File: config.mk
export PLATFORM = sky130hd
export DESIGN_NAME = linebuf_window_ctrl
export DESIGN_NICKNAME = d
export VERILOG_FILES = /design/src/rtl/linebuf_window_ctrl.sv
export SDC_FILE = /design/constraint.sdc
export NUM_CORES = 1
export LEC_CHECK = 0
export ABC_CLOCK_PERIOD_IN_PS = 3160
export BUFFER_PORTS_ARGS = -buffer_cell sky130_fd_sc_hd__clkbuf_2
export CAP_MARGIN = 20
export CORE_ASPECT_RATIO = 1.1
export CORE_UTILIZATION = 30
export DETAILED_ROUTE_END_ITERATION = 8
export SYNTH_ARGS = -nofsm -noshare
export SYNTH_HDL_FRONTEND = slang
export SYNTH_SLANG_ARGS = --single-unit
File: constraint.sdc
create_clock -name clk -period 3.16 [get_ports clk]
set_input_delay 0.632 -clock clk [delete_from_list [all_inputs] [get_ports clk]]
set_output_delay 0.632 -clock clk [all_outputs]
set_load 0.01 [all_outputs]
File: src/rtl/linebuf_window_ctrl.sv
// Frame sequencer in front of a 3-line buffer: gates pixel writes and tracks column/row position.
// Window outputs are registered one cycle after the accepting pixel; there is no back-pressure, so unaccepted pixels are dropped.
module linebuf_window_ctrl #(
    parameter int WIDTH  = 100,
    parameter int HEIGHT = 100,
    parameter int COL_W  = 7,
    parameter int ROW_W  = 7
) (
    input  logic             clk,
    input  logic             rst_n,
    input  logic             enable,
    input  logic             pix_valid,
    input  logic             pix_sof,
    output logic             buf_in_valid,
    output logic             win_valid,
    output logic [COL_W-1:0] win_col,
    output logic [ROW_W-1:0] win_row,
    output logic             win_eol,
    output logic             win_eof,
    output logic             busy,
    output logic             frame_done,
    output logic             sof_err
);

    typedef enum logic [1:0] {IDLE, PRIME, ACTIVE, DONE} state_t;

    localparam logic [COL_W-1:0] COL_LAST = COL_W'(WIDTH - 1);
    localparam logic [ROW_W-1:0] ROW_LAST = ROW_W'(HEIGHT - 1);

    state_t             state_q, state_d;
    logic [COL_W-1:0]   col_q, col_d;
    logic [ROW_W-1:0]   row_q, row_d;
    logic               win_valid_q, win_valid_d;
    logic [COL_W-1:0]   win_col_q, win_col_d;
    logic [ROW_W-1:0]   win_row_q, win_row_d;
    logic               win_eol_q, win_eol_d;
    logic               win_eof_q, win_eof_d;
    logic               sof_err_q, sof_err_d;

    logic               in_frame, start_acc, mid_sof, accept;
    logic [COL_W-1:0]   pix_col;
    logic [ROW_W-1:0]   pix_row;
    logic               pix_last_col, pix_last;

    // Position of the pixel being accepted this cycle; any sof restarts at (0,0).
    always_comb begin
        in_frame     = (state_q == PRIME) || (state_q == ACTIVE);
        start_acc    = pix_valid && pix_sof && enable && !in_frame;
        mid_sof      = pix_valid && pix_sof && in_frame;
        accept       = rst_n && pix_valid && (in_frame || start_acc);
        pix_col      = (start_acc || mid_sof) ? '0 : col_q;
        pix_row      = (start_acc || mid_sof) ? '0 : row_q;
        pix_last_col = (pix_col == COL_LAST);
        pix_last     = pix_last_col && (pix_row == ROW_LAST);
    end

    always_comb begin
        col_d = col_q;
        row_d = row_q;
        if (accept) begin
            if (pix_last_col) begin
                col_d = '0;
                row_d = pix_last ? '0 : pix_row + ROW_W'(1);
            end else begin
                col_d = pix_col + COL_W'(1);
                row_d = pix_row;
            end
        end
    end

    always_comb begin
        state_d = state_q;
        unique case (state_q)
            IDLE:   if (start_acc) state_d = PRIME;
            PRIME:  if (accept && pix_last_col && pix_row == ROW_W'(1)) state_d = ACTIVE;
            ACTIVE: begin
                if (mid_sof)                 state_d = PRIME;
                else if (accept && pix_last) state_d = DONE;
            end
            DONE:   state_d = start_acc ? PRIME : IDLE;
            default: state_d = IDLE;
        endcase
    end

    // A window's bottom-right pixel is (c,r); its top-left corner is reported.
    always_comb begin
        win_valid_d = accept && (pix_col >= COL_W'(2)) && (pix_row >= ROW_W'(2));
        win_col_d   = win_valid_d ? pix_col - COL_W'(2) : win_col_q;
        win_row_d   = win_valid_d ? pix_row - ROW_W'(2) : win_row_q;
        win_eol_d   = win_valid_d && pix_last_col;
        win_eof_d   = win_eol_d && (pix_row == ROW_LAST);
        sof_err_d   = rst_n && mid_sof;
    end

    always_comb begin
        buf_in_valid = accept;
        busy         = in_frame;
        frame_done   = (state_q == DONE);
    end

    always_ff @(posedge clk) begin
        if (!rst_n) begin
            state_q     <= IDLE;
            col_q       <= '0;
            row_q       <= '0;
            win_valid_q <= 1'b0;
            win_col_q   <= '0;
            win_row_q   <= '0;
            win_eol_q   <= 1'b0;
            win_eof_q   <= 1'b0;
            sof_err_q   <= 1'b0;
        end else begin
            state_q     <= state_d;
            col_q       <= col_d;
            row_q       <= row_d;
            win_valid_q <= win_valid_d;
            win_col_q   <= win_col_d;
            win_row_q   <= win_row_d;
            win_eol_q   <= win_eol_d;
            win_eof_q   <= win_eof_d;
            sof_err_q   <= sof_err_d;
        end
    end

    assign win_valid = win_valid_q;
    assign win_col   = win_col_q;
    assign win_row   = win_row_q;
    assign win_eol   = win_eol_q;
    assign win_eof   = win_eof_q;
    assign sof_err   = sof_err_q;

endmodule
== After elaboration in Yosys (flattened, before gate mapping) ==
Cells that the tools add are included.
W data, S select, Z words.
Storage, ports and cells
  flip-flop bits (word level): 34
  bits of input ports: 5
  output and inout port bits: 21
  logic and storage cells: 56
Cells by class
  add/subtract/negate cells: 4
  magnitude comparators: 2
  eq/ne operators: 9
  multiplexer cells: 11
  reduce and logical (&&, ||, !) cells: 21
Operators by type and width (count)
  $mux W7: 5
  $logic_and A1 B1 Y1: 15
  $add A7 B1 Y7 const B: 2
  $eq A7 B7 Y1 const B: 2
  $ge A7 B2 Y1 const B: 2
  $sub A7 B2 Y7 const B: 2
  $mux W2: 4
  $pmux W2 S4: 1
  $eq A7 B1 Y1 const B: 1
  $eq A2 B2 Y1 const B: 2
  $logic_or A1 B1 Y1: 3
  $ne A3 B2 Y1 const B: 1
  $reduce_and A3 Y1: 1
  $eq A2 B1 Y1 const B: 1
  $logic_not A2 Y1: 1
  $ne A2 B1 Y1 const B: 1
  $ne A2 B2 Y1 const B: 1
  $logic_not A1 Y1: 1
  $mux W1: 1

== Depth between registers and ports, before layout ==
Gate-level depths: netlist of the first run.
  depth in word-level cells: 12
  gate-level depth with buffers: 12

== Least setup slack after synthesis of the first run ==
OpenSTA, ideal clock, no wires.
  path kind: register to register
  from: reg state_q[1]
  to: reg win_row_q[5], in the netlist win_row[5]
  library setup time: 0.072 ns
  arrival time: 2.903 ns
  path slack: 0.185 ns
  cell stages (with the launch flop): 12
  period minus slack after synthesis: 2.975 ns
  path through: dfxtp_1 > inv_1 > ha_1 > buf_2 > o211ai_4 > clkbuf_1 > and2_1 > ha_1 > o21ai_0 > a311oi_4 > buf_6 > mux2i_1
On the way
  longest elaborated chain between the ends: 9
  elaborated cells between the ends (all ways): 16
  those cells by class: add/sub: 1; order compare: 2; eq/ne: 2; mux: 2; reduce/logical: 9
RTL lines
  from (decl): line 30  | state_t state_q, state_d;
  from (signal assigned): line 113  | state_q <= state_d;
  $eq A2 B1 Y1 or $eq A2 B2 Y1 (tied branches): line 47  | in_frame = (state_q == PRIME) || (state_q == ACTIVE);
  $logic_or A1 B1 Y1 (*): line 47
  named net busy: line 20  | output logic busy,
  $logic_not A1 Y1: line 48  | start_acc = pix_valid && pix_sof && enable && !in_frame;
  $logic_and A1 B1 Y1: line 48
  $logic_or A1 B1 Y1: line 51, 52
  $mux W7: line 51  | pix_col = (start_acc || mid_sof) ? '0 : col_q;
  $ge A7 B2 Y1: line 87  | win_valid_d = accept && (pix_col >= COL_W'(2)) && (pix_row >= ROW_W'(2));
  $logic_and A1 B1 Y1 (2 in a row): line 87
  to (signal assigned): line 118  | win_row_q <= win_row_d;
  to (decl): line 35  | logic [ROW_W-1:0] win_row_q, win_row_d;
The timed path passes the listed nets; every way through them passes the cells marked *.
A chain may end at the register's enable or synchronous reset.

== Worst setup path in the final report of the first run ==
  from: reg state_q[1]
  to: reg row_q[5]
On the way
  longest elaborated chain between the ends: 10
  elaborated cells between the ends (all ways): 17
  those cells by class: add/sub: 1; eq/ne: 4; mux: 4; reduce/logical: 8
RTL lines
  $eq A2 B1 Y1 or $eq A2 B2 Y1 (tied branches): line 47
  $logic_or A1 B1 Y1 (*): line 47
  parallel branches: the longest is 8 deep, another holds $add A7 B1 Y7
  to (signal assigned): line 115  | row_q <= row_d;
  to (decl): line 32  | logic [ROW_W-1:0] row_q, row_d;
Every way passes the cells marked *.

==> results of run 1 <==
-- metal layers --
layer / GRT usage / vias to the layer above
li1: - / 927
met1: 0.171 / 833
met2: 0.220 / 46
met3: 0.0465 / 10
met4: 0.0622 / 0
met5: 0 / -
-- through the flow --
step / hold WS (ps) / util / std cells
after floorplan: 479 / - / 246
after global placement: 442 / 0.342 / 342
after detailed placement: 446 / 0.342 / 342
after CTS: 461 / 0.363 / 350
after global routing: 476 / 0.363 / 350
final: 460 / 0.363 / 350
-- power by group through the flow --
stage | clock, mW | sequential [mW] | combinational (mW)
floorplan | 0 | 0.463 | 0.189
CTS | 0.495 | 0.455 | 0.248
global placement | 0 | 0.465 | 0.244
global route | 0.512 | 0.457 | 0.279
detailed placement | 0 | 0.465 | 0.247
finish | 0.484 | 0.455 | 0.247
-- worst reg2reg max path, stage by stage, from the launching register on --
cell	delay, ps
dfxtp_1	410
inv_1	110
ha_1	420
o211ai_4	320
and2_1	260
ha_1	230
nand4_1	290
o21ai_0	370
nor4_1	100
o211a_1	210
-- cell families (layout without fill, tap and decap cells) --
family / Yosys count / in the layout
xor gates and xnor gates: 5 / 5
and+or+nand+nor: 104 / 104
adders and majority gates: 12 / 12
buffers and inverters: 26 / 48
muxes: 16 / 16
DFF: 34 / 34
AOI/OAI and AO/OA: 49 / 49
-- registers in the layout, summed over array words and instances (netlist names), 2 cells and up --
name,flops
row_q,7
win_row,7
col_q,7
win_col,7
state_q,2
-- placed cells by master (no fill, tap or decap), drive strengths merged, types with 4 or more instances in the layout --
| cell | instances |
|---|---|
| dfxtp | 34 |
| nand4 | 6 |
| o211ai | 4 |
| and2 | 6 |
| buf | 6 |
| nor3 | 10 |
| or3 | 5 |
| a21oi | 5 |
| nand2 | 33 |
| clkbuf | 30 |
| nand3 | 10 |
| o21ai | 10 |
| nor2b | 4 |
| nor2 | 14 |
| inv | 9 |
| a21boi | 7 |
| mux2i | 15 |
| o211a | 5 |
| ha | 12 |
-- path summary, 6_finish.rpt --
| kind | slack [ps] | end |
|---|---|---|
| setup / recovery | 350 | row_q[5]$_SDFFE_PN0N_ |
| hold / removal | 460 | win_row[4]$_SDFFE_PN0P_ |
| setup reg to reg | 350 | row_q[5]$_SDFFE_PN0N_ |
| hold reg to reg | 460 | win_row[4]$_SDFFE_PN0P_ |
-- cell type report --
| type | count | area, sq um |
|---|---|---|
| clock inverters | 3 | 68.8 |
| flip-flops and latches | 34 | 681 |
| fillers | 682 | 4250 |
| repair buffers | 31 | 170 |
| inverters | 9 | 33.8 |
| well taps | 82 | 103 |
| multi-input cells | 186 | 1300 |
| clock buffers | 5 | 68.8 |
==> flow_metrics.env, run 1 <==
export IMPL_wl_per_cell_um=13.4
export IMPL_wl_met3_um=269
export IMPL_layout_drive_gt1_share=0.183
export IMPL_io_pins=26
export IMPL_dr_max_layer_used="met4"
export IMPL_finish_instance_area_sq_um=2420
export IMPL_slew_viol_final=0
export IMPL_ant_nets=0
export IMPL_crit_fanout=8
export IMPL_power_internal_mw=0.850
export IMPL_finalCriticalPeriod_ps=2810
export IMPL_p_sw_mw=0.336
export IMPL_synth_seq_cells=34
export IMPL_syn_inst=246
export IMPL_rows=31
export IMPL_crit_type="flip-flop to flip-flop"
export IMPL_synthAdderAreaFrac=0.0716
export IMPL_cts_resized=0
export IMPL_async_reset_ff_frac=0
export IMPL_synth_top_cell_area_share=0.325
export IMPL_fin_crit_sh=0.889
export IMPL_wl_um=4680
export IMPL_clock_latency_ps=300
export IMPL_worstMarginPinSlew_ps=420
export IMPL_antenna_found_initial=0
export IMPL_nNetsFinal=284
export IMPL_cts_buffers=5
export IMPL_status="finished, final reports clean"
export IMPL_cpLargestDelayFamily="compound AO/OA/AOI/OAI gates"
export IMPL_clock_power_share=0.408
export IMPL_synth_enable_flop_cells=0
export IMPL_wl_met1_um=2180
export IMPL_synthMuxAreaShare=0.0770
export IMPL_pre_cts_ws_ps=373
export IMPL_cts_tree="done"
export IMPL_yosysMostFrequentCell="dfxtp_1"
export IMPL_start_util=0.314
export IMPL_cts_clk_slew_worst_paths_ps=70
export IMPL_dr_pass1_iters=4
export IMPL_rsz0062_at_grt="no"
export IMPL_grt_pass1_vias=1644
export IMPL_syn_to_final_growth_pct=15.5
export IMPL_vias=1816
export IMPL_path_cells="inv_1 > ha_1 > o211ai_4 > and2_1 > ha_1 > nand4_1 > o21ai_0 > nor4_1 > o211a_1"
export IMPL_fin_worst_skew_ps=10.4
export IMPL_power_static_leakage_nw=0.975
export IMPL_post_cts_setup_buffers=0
export IMPL_seq_power_share=0.384
export IMPL_cp_arrival_ps=2990
export IMPL_finalSetupViolations=0
export IMPL_synthFlopType="dfxtp_1"
export IMPL_grt_overflow=0
export IMPL_dp_hpwl_um=3460
export IMPL_synth_top_area_cell="dfxtp_1"
export IMPL_viasPerCell=5.19
export IMPL_hold_path_cell_count=2
export IMPL_grt_max_degree=19
export IMPL_port_buffers=25
export IMPL_drt_iter0_drc=144
export IMPL_ys_seq_area_frac=0.325
export IMPL_synth_simple_gate_area_frac=0.260
export IMPL_path_buf_inv=1
export IMPL_worstRegToRegCells=9
export IMPL_finalPower_mw=1.19
export IMPL_die_h_um=89.7
export IMPL_syn_avg_cell_area_sq_um=8.52
export IMPL_worst_slack_ps=350
export IMPL_startpoint="state_q[1]$_SDFFE_PN0P_"
export IMPL_synth_xor_area_frac=0.0209
export IMPL_drcViolationCount=0
export IMPL_die_w_um=81.7
export IMPL_cts_sinks=34
export IMPL_crit_top_cell="ha_1"
export IMPL_cts_path_max_buffers=2
export IMPL_clock_fmax_mhz=356
export IMPL_synth_nets=263
export IMPL_cp_slowest_stage_delay_ps=420
export IMPL_powerDensity_nw_per_um2=489
export IMPL_vdd_drop_max_uv=252
export IMPL_grt_pass1_wl_um=7720
export IMPL_num_antenna_cells=0
export IMPL_gp_congestion=0.831
export IMPL_htree_levels=2
export IMPL_yosys_top_cells_count="dfxtp_1, nand2_1, mux2i_1"
export IMPL_endpoint_kind="flip-flop"
export IMPL_min_from="win_row[4]$_SDFFE_PN0P_"
export IMPL_power_share_switching=0.283
export IMPL_place_area_sq_um=2280
export IMPL_p_comb_frac=0.208
export IMPL_holdCritPathClass="flip-flop to flip-flop"
export IMPL_synth_area_leaders="dfxtp_1, ha_1, mux2i_1"
export IMPL_fin_tns_setup_ps=0
export IMPL_hold_buffers=0
export IMPL_cpMaxStageDelayCell="ha_1"
export IMPL_core_area_sq_um=6670
export IMPL_synth_area_sq_um=2100
export IMPL_worstPathRequired_ps=3340
export IMPL_slew_headroom=0.720
export IMPL_dr_wl_met2_um=2100
export IMPL_synth_top_family_by_area="simple AND/OR/NAND/NOR gates"
export IMPL_grt_use_total=0.139
export IMPL_cp_depth=9
export IMPL_ys_warn_count=0
export IMPL_finalHoldViolCount=0
export IMPL_max_cap_viol_count=0
export IMPL_reg2reg_from="state_q[1]$_SDFFE_PN0P_"
export IMPL_synth_compound_area_frac=0.190
export IMPL_cp_start_kind="flip-flop"
export IMPL_synth_cell_types=53
export IMPL_fp_dieArea_sq_um=7330
export IMPL_clock_root_buffer="clkbuf_8"
No activity file was read; power rests on OpenSTA's default activity.
==> inputs of run 2 (changes only) <==
--- a/config.mk
+++ b/config.mk
@@ -5,10 +5,12 @@
 export SDC_FILE = /design/constraint.sdc
 export NUM_CORES = 1
 export LEC_CHECK = 0
+export ABC_AREA = 1
 export ABC_CLOCK_PERIOD_IN_PS = 3160
 export BUFFER_PORTS_ARGS = -buffer_cell sky130_fd_sc_hd__clkbuf_2
 export CAP_MARGIN = 20
 export CORE_ASPECT_RATIO = 1.1
+export CORE_MARGIN = 2
 export CORE_UTILIZATION = 30
 export DETAILED_ROUTE_END_ITERATION = 8
 export SYNTH_ARGS = -nofsm -noshare
==> flow_metrics.env, run 2 <==
export IMPL_status="finished, final reports clean"
export IMPL_clock_fmax_mhz=362
export IMPL_finalPower_mw=0.982
export IMPL_grt_overflow=0
export IMPL_path_cells="inv_1 > ha_1 > nand3_4 > nand2_4 > nor2_2 > inv_1 > ha_1 > nand2_4 > nor2_4 > nand2_2 > nand3_4 > inv_4 > nand2_1 > a21oi_2"
export IMPL_p_sw_mw=0.322
export IMPL_fin_util=0.348
export IMPL_rsz0062_at_grt="no"
export IMPL_cp_start_kind="flip-flop"
export IMPL_power_share_switching=0.328
export IMPL_layout_drive_gt1_share=0.232
export IMPL_synth_compound_area_frac=0.145
export IMPL_port_buffers=25
export IMPL_worstMarginPinSlew_ps=454
export IMPL_endpoint_kind="flip-flop"
export IMPL_grt_pass1_vias=1863
export IMPL_finalHoldViolCount=0
export IMPL_syn_inst=299
export IMPL_htree_levels=2
export IMPL_crit_type="flip-flop to flip-flop"
export IMPL_fin_worst_skew_ps=1.94
export IMPL_viasPerCell=4.69
export IMPL_final_common_cell="nand2_1"
export IMPL_die_w_um=85.0
export IMPL_synth_simple_gate_area_frac=0.354
export IMPL_synthMuxAreaShare=0
export IMPL_slew_viol_final=0
export IMPL_vias=1932
export IMPL_rows=32
export IMPL_io_pins=26
export IMPL_cp_arrival_ps=2990
export IMPL_synth_nets=316
export IMPL_ys_seq_area_frac=0.314
export IMPL_fp_dieArea_sq_um=7920
export IMPL_cts_path_max_buffers=2
export IMPL_num_antenna_cells=0
export IMPL_synth_area_leaders="dfxtp_1, nand2_1, ha_1"
export IMPL_wl_per_cell_um=12.2
export IMPL_worstPathRequired_ps=3390
export IMPL_post_cts_setup_buffers=0
export IMPL_finalSetupViolations=0
export IMPL_grt_pass1_wl_um=8540
export IMPL_hold_buffers=0
export IMPL_cp_slowest_stage_delay_ps=430
export IMPL_holdCritPathClass="flip-flop to flip-flop"
export IMPL_synthAdderAreaFrac=0.0693
export IMPL_wl_um=5010
export IMPL_power_static_leakage_nw=0.984
export IMPL_synth_top_area_cell="dfxtp_1"
export IMPL_synth_area_sq_um=2170
export IMPL_grt_max_degree=29
export IMPL_nNetsFinal=344
export IMPL_slew_headroom=0.697
export IMPL_drt_iter0_drc=70
export IMPL_cts_buffers=5
export IMPL_dp_hpwl_um=3780
export IMPL_antenna_found_initial=0
export IMPL_dr_pass1_iters=4
export IMPL_cts_clk_slew_worst_paths_ps=70
export IMPL_syn_avg_cell_area_sq_um=7.25
export IMPL_ys_warn_count=0
export IMPL_async_reset_ff_frac=0
export IMPL_cpLargestDelayFamily="simple AND/OR/NAND/NOR gates"
export IMPL_fin_crit_sh=0.874
export IMPL_syn_to_final_growth_pct=12.6
export IMPL_finalCriticalPeriod_ps=2760
export IMPL_gp_congestion=0.918
export IMPL_yosysMostFrequentCell="nand2_1"
export IMPL_synth_xor_area_frac=0.0242
export IMPL_cts_sinks=34
export IMPL_synth_enable_flop_cells=0
export IMPL_pre_cts_ws_ps=282
export IMPL_power_internal_mw=0.660
export IMPL_max_cap_viol_count=0
export IMPL_synthFlopType="dfxtp_1"
export IMPL_synth_seq_cells=34
export IMPL_fin_tns_setup_ps=0
export IMPL_worst_slack_ps=397
export IMPL_path_buf_inv=3
export IMPL_powerDensity_nw_per_um2=402
export IMPL_ant_nets=0
export IMPL_layout_common_cells="nand2_1, dfxtp_1, inv_1, nor2_1, clkbuf_2"
export IMPL_clock_latency_ps=290
export IMPL_cpMaxStageDelayCell="ha_1"
export IMPL_grt_use_total=0.134
export IMPL_vdd_drop_max_uv=308
export IMPL_clock_root_buffer="clkbuf_8"
export IMPL_start_util=0.309
export IMPL_yosys_top_cells_count="nand2_1, dfxtp_1, nor2_1"
export IMPL_clock_power_share=0.313
export IMPL_p_comb_frac=0.226
export IMPL_core_area_sq_um=7010
export IMPL_cts_tree="done"
export IMPL_synth_cell_types=36
export IMPL_synth_top_family_by_area="simple AND/OR/NAND/NOR gates"
export IMPL_synth_top_cell_area_share=0.314
export IMPL_die_h_um=93.1
export IMPL_drcViolationCount=0
export IMPL_seq_power_share=0.460
export IMPL_crit_fanout=17
-- run 2: worst paths after layout --
path	endpoint	startpoint	cells past startpoint	slack (ps)
worst min register to register	col_q[0]$_SDFFE_PN0N_	col_q[0]$_SDFFE_PN0N_	2	470
worst min-delay path	col_q[0]$_SDFFE_PN0N_	col_q[0]$_SDFFE_PN0N_	2	470
worst max-delay path	win_col[0]$_SDFFE_PN0P_	state_q[0]$_SDFFE_PN0P_	14	400
worst max register to register	win_col[0]$_SDFFE_PN0P_	state_q[0]$_SDFFE_PN0P_	14	400
-- run 2: final cells by class --
class / count / area [sq um]
Timing Repair Buffer: 29 / 155
Fill cell: 737 / 4570
Inverter: 34 / 133
Sequential cell: 34 / 681
Tap cell: 85 / 106
Clock inverter: 2 / 10.0
Clock buffer: 5 / 68.8
Multi-Input combinational cell: 223 / 1290
-- run 2: kinds of logic after synthesis --
| group | count (synthesis) |
|---|---|
| xor gates and xnor gates | 6 |
| DFF | 34 |
| and+or+nand+nor | 159 |
| AOI/OAI and AO/OA | 46 |
| adders and majority gates | 12 |
| buffers and inverters | 42 |
-- run 2: through the flow --
step	std cells	hold WS (ps)	instance area, sq um
floorplan	299	441	2170
CTS	412	463	2440
global placement	405	450	2360
detailed placement	405	452	2360
finish	412	467	2440
global route	412	497	2440
-- run 2: power groups by stage --
stage	clock, mW	sequential (mW)	combinational, mW
after detailed placement	0	0.461	0.223
after floorplan	0	0.460	0.173
after global placement	0	0.461	0.220
after CTS	0.320	0.452	0.223
final	0.308	0.452	0.222
after global routing	0.335	0.453	0.256
-- run 2: routing by layer --
layer	global-route usage	wire length, um	vias to the layer above
li1	-	-	1019
met1	0.179	2440	849
met2	0.206	2200	54
met3	0.0344	282	10
met4	0.0556	87	0
met5	0	0	-
-- run 2: timing repair --
action                                  in CTS  in global routing
endpoints found under the hold margin        0                  0
endpoints found under the setup margin       0                  5
resized for setup                            0                  1
-- run 2: tightest hold or removal path: cells and delay by family (launching register included) --
| kind | cells | cell delay, ps |
|---|---|---|
| compound gates | 1 | 50 |
| flops | 1 | 310 |
| simple gates | 1 | 60 |
==> inputs of run 3 (changes only) <==
==> constraint.sdc (replaced) <==
create_clock -name clk -period 3.16 [get_ports clk]
set_input_delay 0.474 -clock clk [delete_from_list [all_inputs] [get_ports clk]]
set_output_delay 0.474 -clock clk [all_outputs]
set_load 0.01 [all_outputs]
==> flow_metrics.env, run 3 (synthesis gave the netlist of run 2 again) <==
export IMPL_rows=32
export IMPL_holdCritPathClass="input pin to flip-flop"
export IMPL_slew_headroom=0.704
export IMPL_cts_sinks=34
export IMPL_cpMaxStageDelayCell="ha_1"
export IMPL_gp_congestion=0.929
export IMPL_path_cells="inv_1 > ha_1 > nand3_4 > nand2_4 > nor2_2 > inv_1 > ha_1 > nand2_4 > nor2_4 > nand2_2 > nand3_4 > inv_4 > nand2_1 > a21oi_1"
export IMPL_fp_dieArea_sq_um=7920
export IMPL_cts_resized=0
export IMPL_port_buffers=25
export IMPL_hold_buffers=0
export IMPL_finalCriticalPeriod_ps=2770
export IMPL_antenna_found_initial=0
export IMPL_cts_tree="done"
export IMPL_cp_start_kind="flip-flop"
export IMPL_viasPerCell=4.62
export IMPL_cp_arrival_ps=2990
export IMPL_max_cap_viol_count=0
export IMPL_nNetsFinal=344
export IMPL_crit_type="flip-flop to flip-flop"
export IMPL_worstPathRequired_ps=3370
export IMPL_rsz0062_at_grt="no"
export IMPL_slew_viol_final=0
export IMPL_vdd_drop_max_uv=340
export IMPL_fin_worst_skew_ps=4.36
export IMPL_layout_common_cells="nand2_1, dfxtp_1, inv_1, nor2_1, clkbuf_2"
export IMPL_clock_fmax_mhz=360
export IMPL_io_pins=26
export IMPL_crit_fanout=17
export IMPL_path_buf_inv=3
export IMPL_ant_nets=0
export IMPL_cpLargestDelayFamily="simple AND/OR/NAND/NOR gates"
export IMPL_drcViolationCount=0
export IMPL_fin_tns_setup_ps=0
export IMPL_clock_root_buffer="clkbuf_8"
export IMPL_whs_ps=451
export IMPL_grt_overflow=0
export IMPL_grt_pass1_wl_um=8540
export IMPL_multi_input_area_sq_um=1290
export IMPL_layout_drive_gt1_share=0.232
export IMPL_finalPower_mw=0.970
export IMPL_register_area_sq_um=681
export IMPL_finalHoldViolCount=0
export IMPL_cts_buffers=5
export IMPL_grt_max_degree=29
export IMPL_grt_use_total=0.132
export IMPL_drt_iter0_drc=106
export IMPL_start_util=0.309
export IMPL_core_area_sq_um=7010
export IMPL_vias=1904
export IMPL_dr_pass1_iters=5
export IMPL_endpoint_kind="flip-flop"
export IMPL_cp_slowest_stage_delay_ps=430
export IMPL_cts_path_max_buffers=2
export IMPL_cts_clk_slew_worst_paths_ps=70
export IMPL_die_h_um=93.1
export IMPL_wl_per_cell_um=11.8
export IMPL_status="finished, final reports clean"
export IMPL_wl_um=4880
export IMPL_htree_levels=2
export IMPL_power_static_leakage_nw=0.984
export IMPL_powerDensity_nw_per_um2=397
export IMPL_finalSetupViolations=0
export IMPL_dp_hpwl_um=3770
export IMPL_final_common_cell="nand2_1"
export IMPL_post_cts_setup_buffers=0
export IMPL_clock_latency_ps=280
export IMPL_num_antenna_cells=0
export IMPL_die_w_um=85.0
export IMPL_syn_to_final_growth_pct=12.6
export IMPL_fin_util=0.348
export IMPL_worstMarginPinSlew_ps=443
export IMPL_fin_crit_sh=0.878
export IMPL_grt_pass1_vias=1851
export IMPL_fillCellCount=716
==> run 3: worst paths after layout <==
kind	start	cells past startpoint	end	slack, ps
setup / recovery	state_q[0]$_SDFFE_PN0P_	14	win_row[0]$_SDFFE_PN0P_	390
hold / removal	rst_n	3	state_q[1]$_SDFFE_PN0P_	450
setup reg to reg	state_q[0]$_SDFFE_PN0P_	14	win_row[0]$_SDFFE_PN0P_	390
hold reg to reg	col_q[0]$_SDFFE_PN0N_	2	col_q[0]$_SDFFE_PN0N_	470
==> run 3: metal layers <==
metal,global-route usage,wire length (um)
met5,0,0
met4,0.0476,63
met3,0.0318,224
met2,0.206,2200
met1,0.178,2390
==> run 3: worst register-to-register path, stage by stage (launching register included) <==
cell	delay [ps]
dfxtp_1	420
inv_1	120
ha_1	430
nand3_4	150
nand2_4	130
nor2_2	210
inv_1	140
ha_1	260
nand2_4	100
nor2_4	40
nand2_2	70
nand3_4	230
inv_4	210
nand2_1	90
a21oi_1	110
==> run 3: area by class of cell <==
cell class,count,area share
Multi-Input combinational cell,223,0.527
Sequential cell,34,0.279
Timing Repair Buffer,29,0.0636
Inverter,34,0.0543
Tap cell,85,0.0436
Clock buffer,5,0.0282
Clock inverter,2,0.00410
==> run 3: report_power, final <==
group / total, mW / switching [mW] / internal (mW)
Combinational: 0.219 / 0.148 / 0.0715
Clock: 0.298 / 0.150 / 0.148
Sequential: 0.452 / 0.0116 / 0.441
==> run 3: through the flow <==
step           setup WS (ps)  cell area [sq um]  instances
2_1_floorplan            492               2170        299
3_3_place_gp             388               2360        405
3_5_place_dp             259               2360        405
4_1_cts                  239               2440        412
5_1_grt                 88.0               2440        412
6_report                 386               2440        412
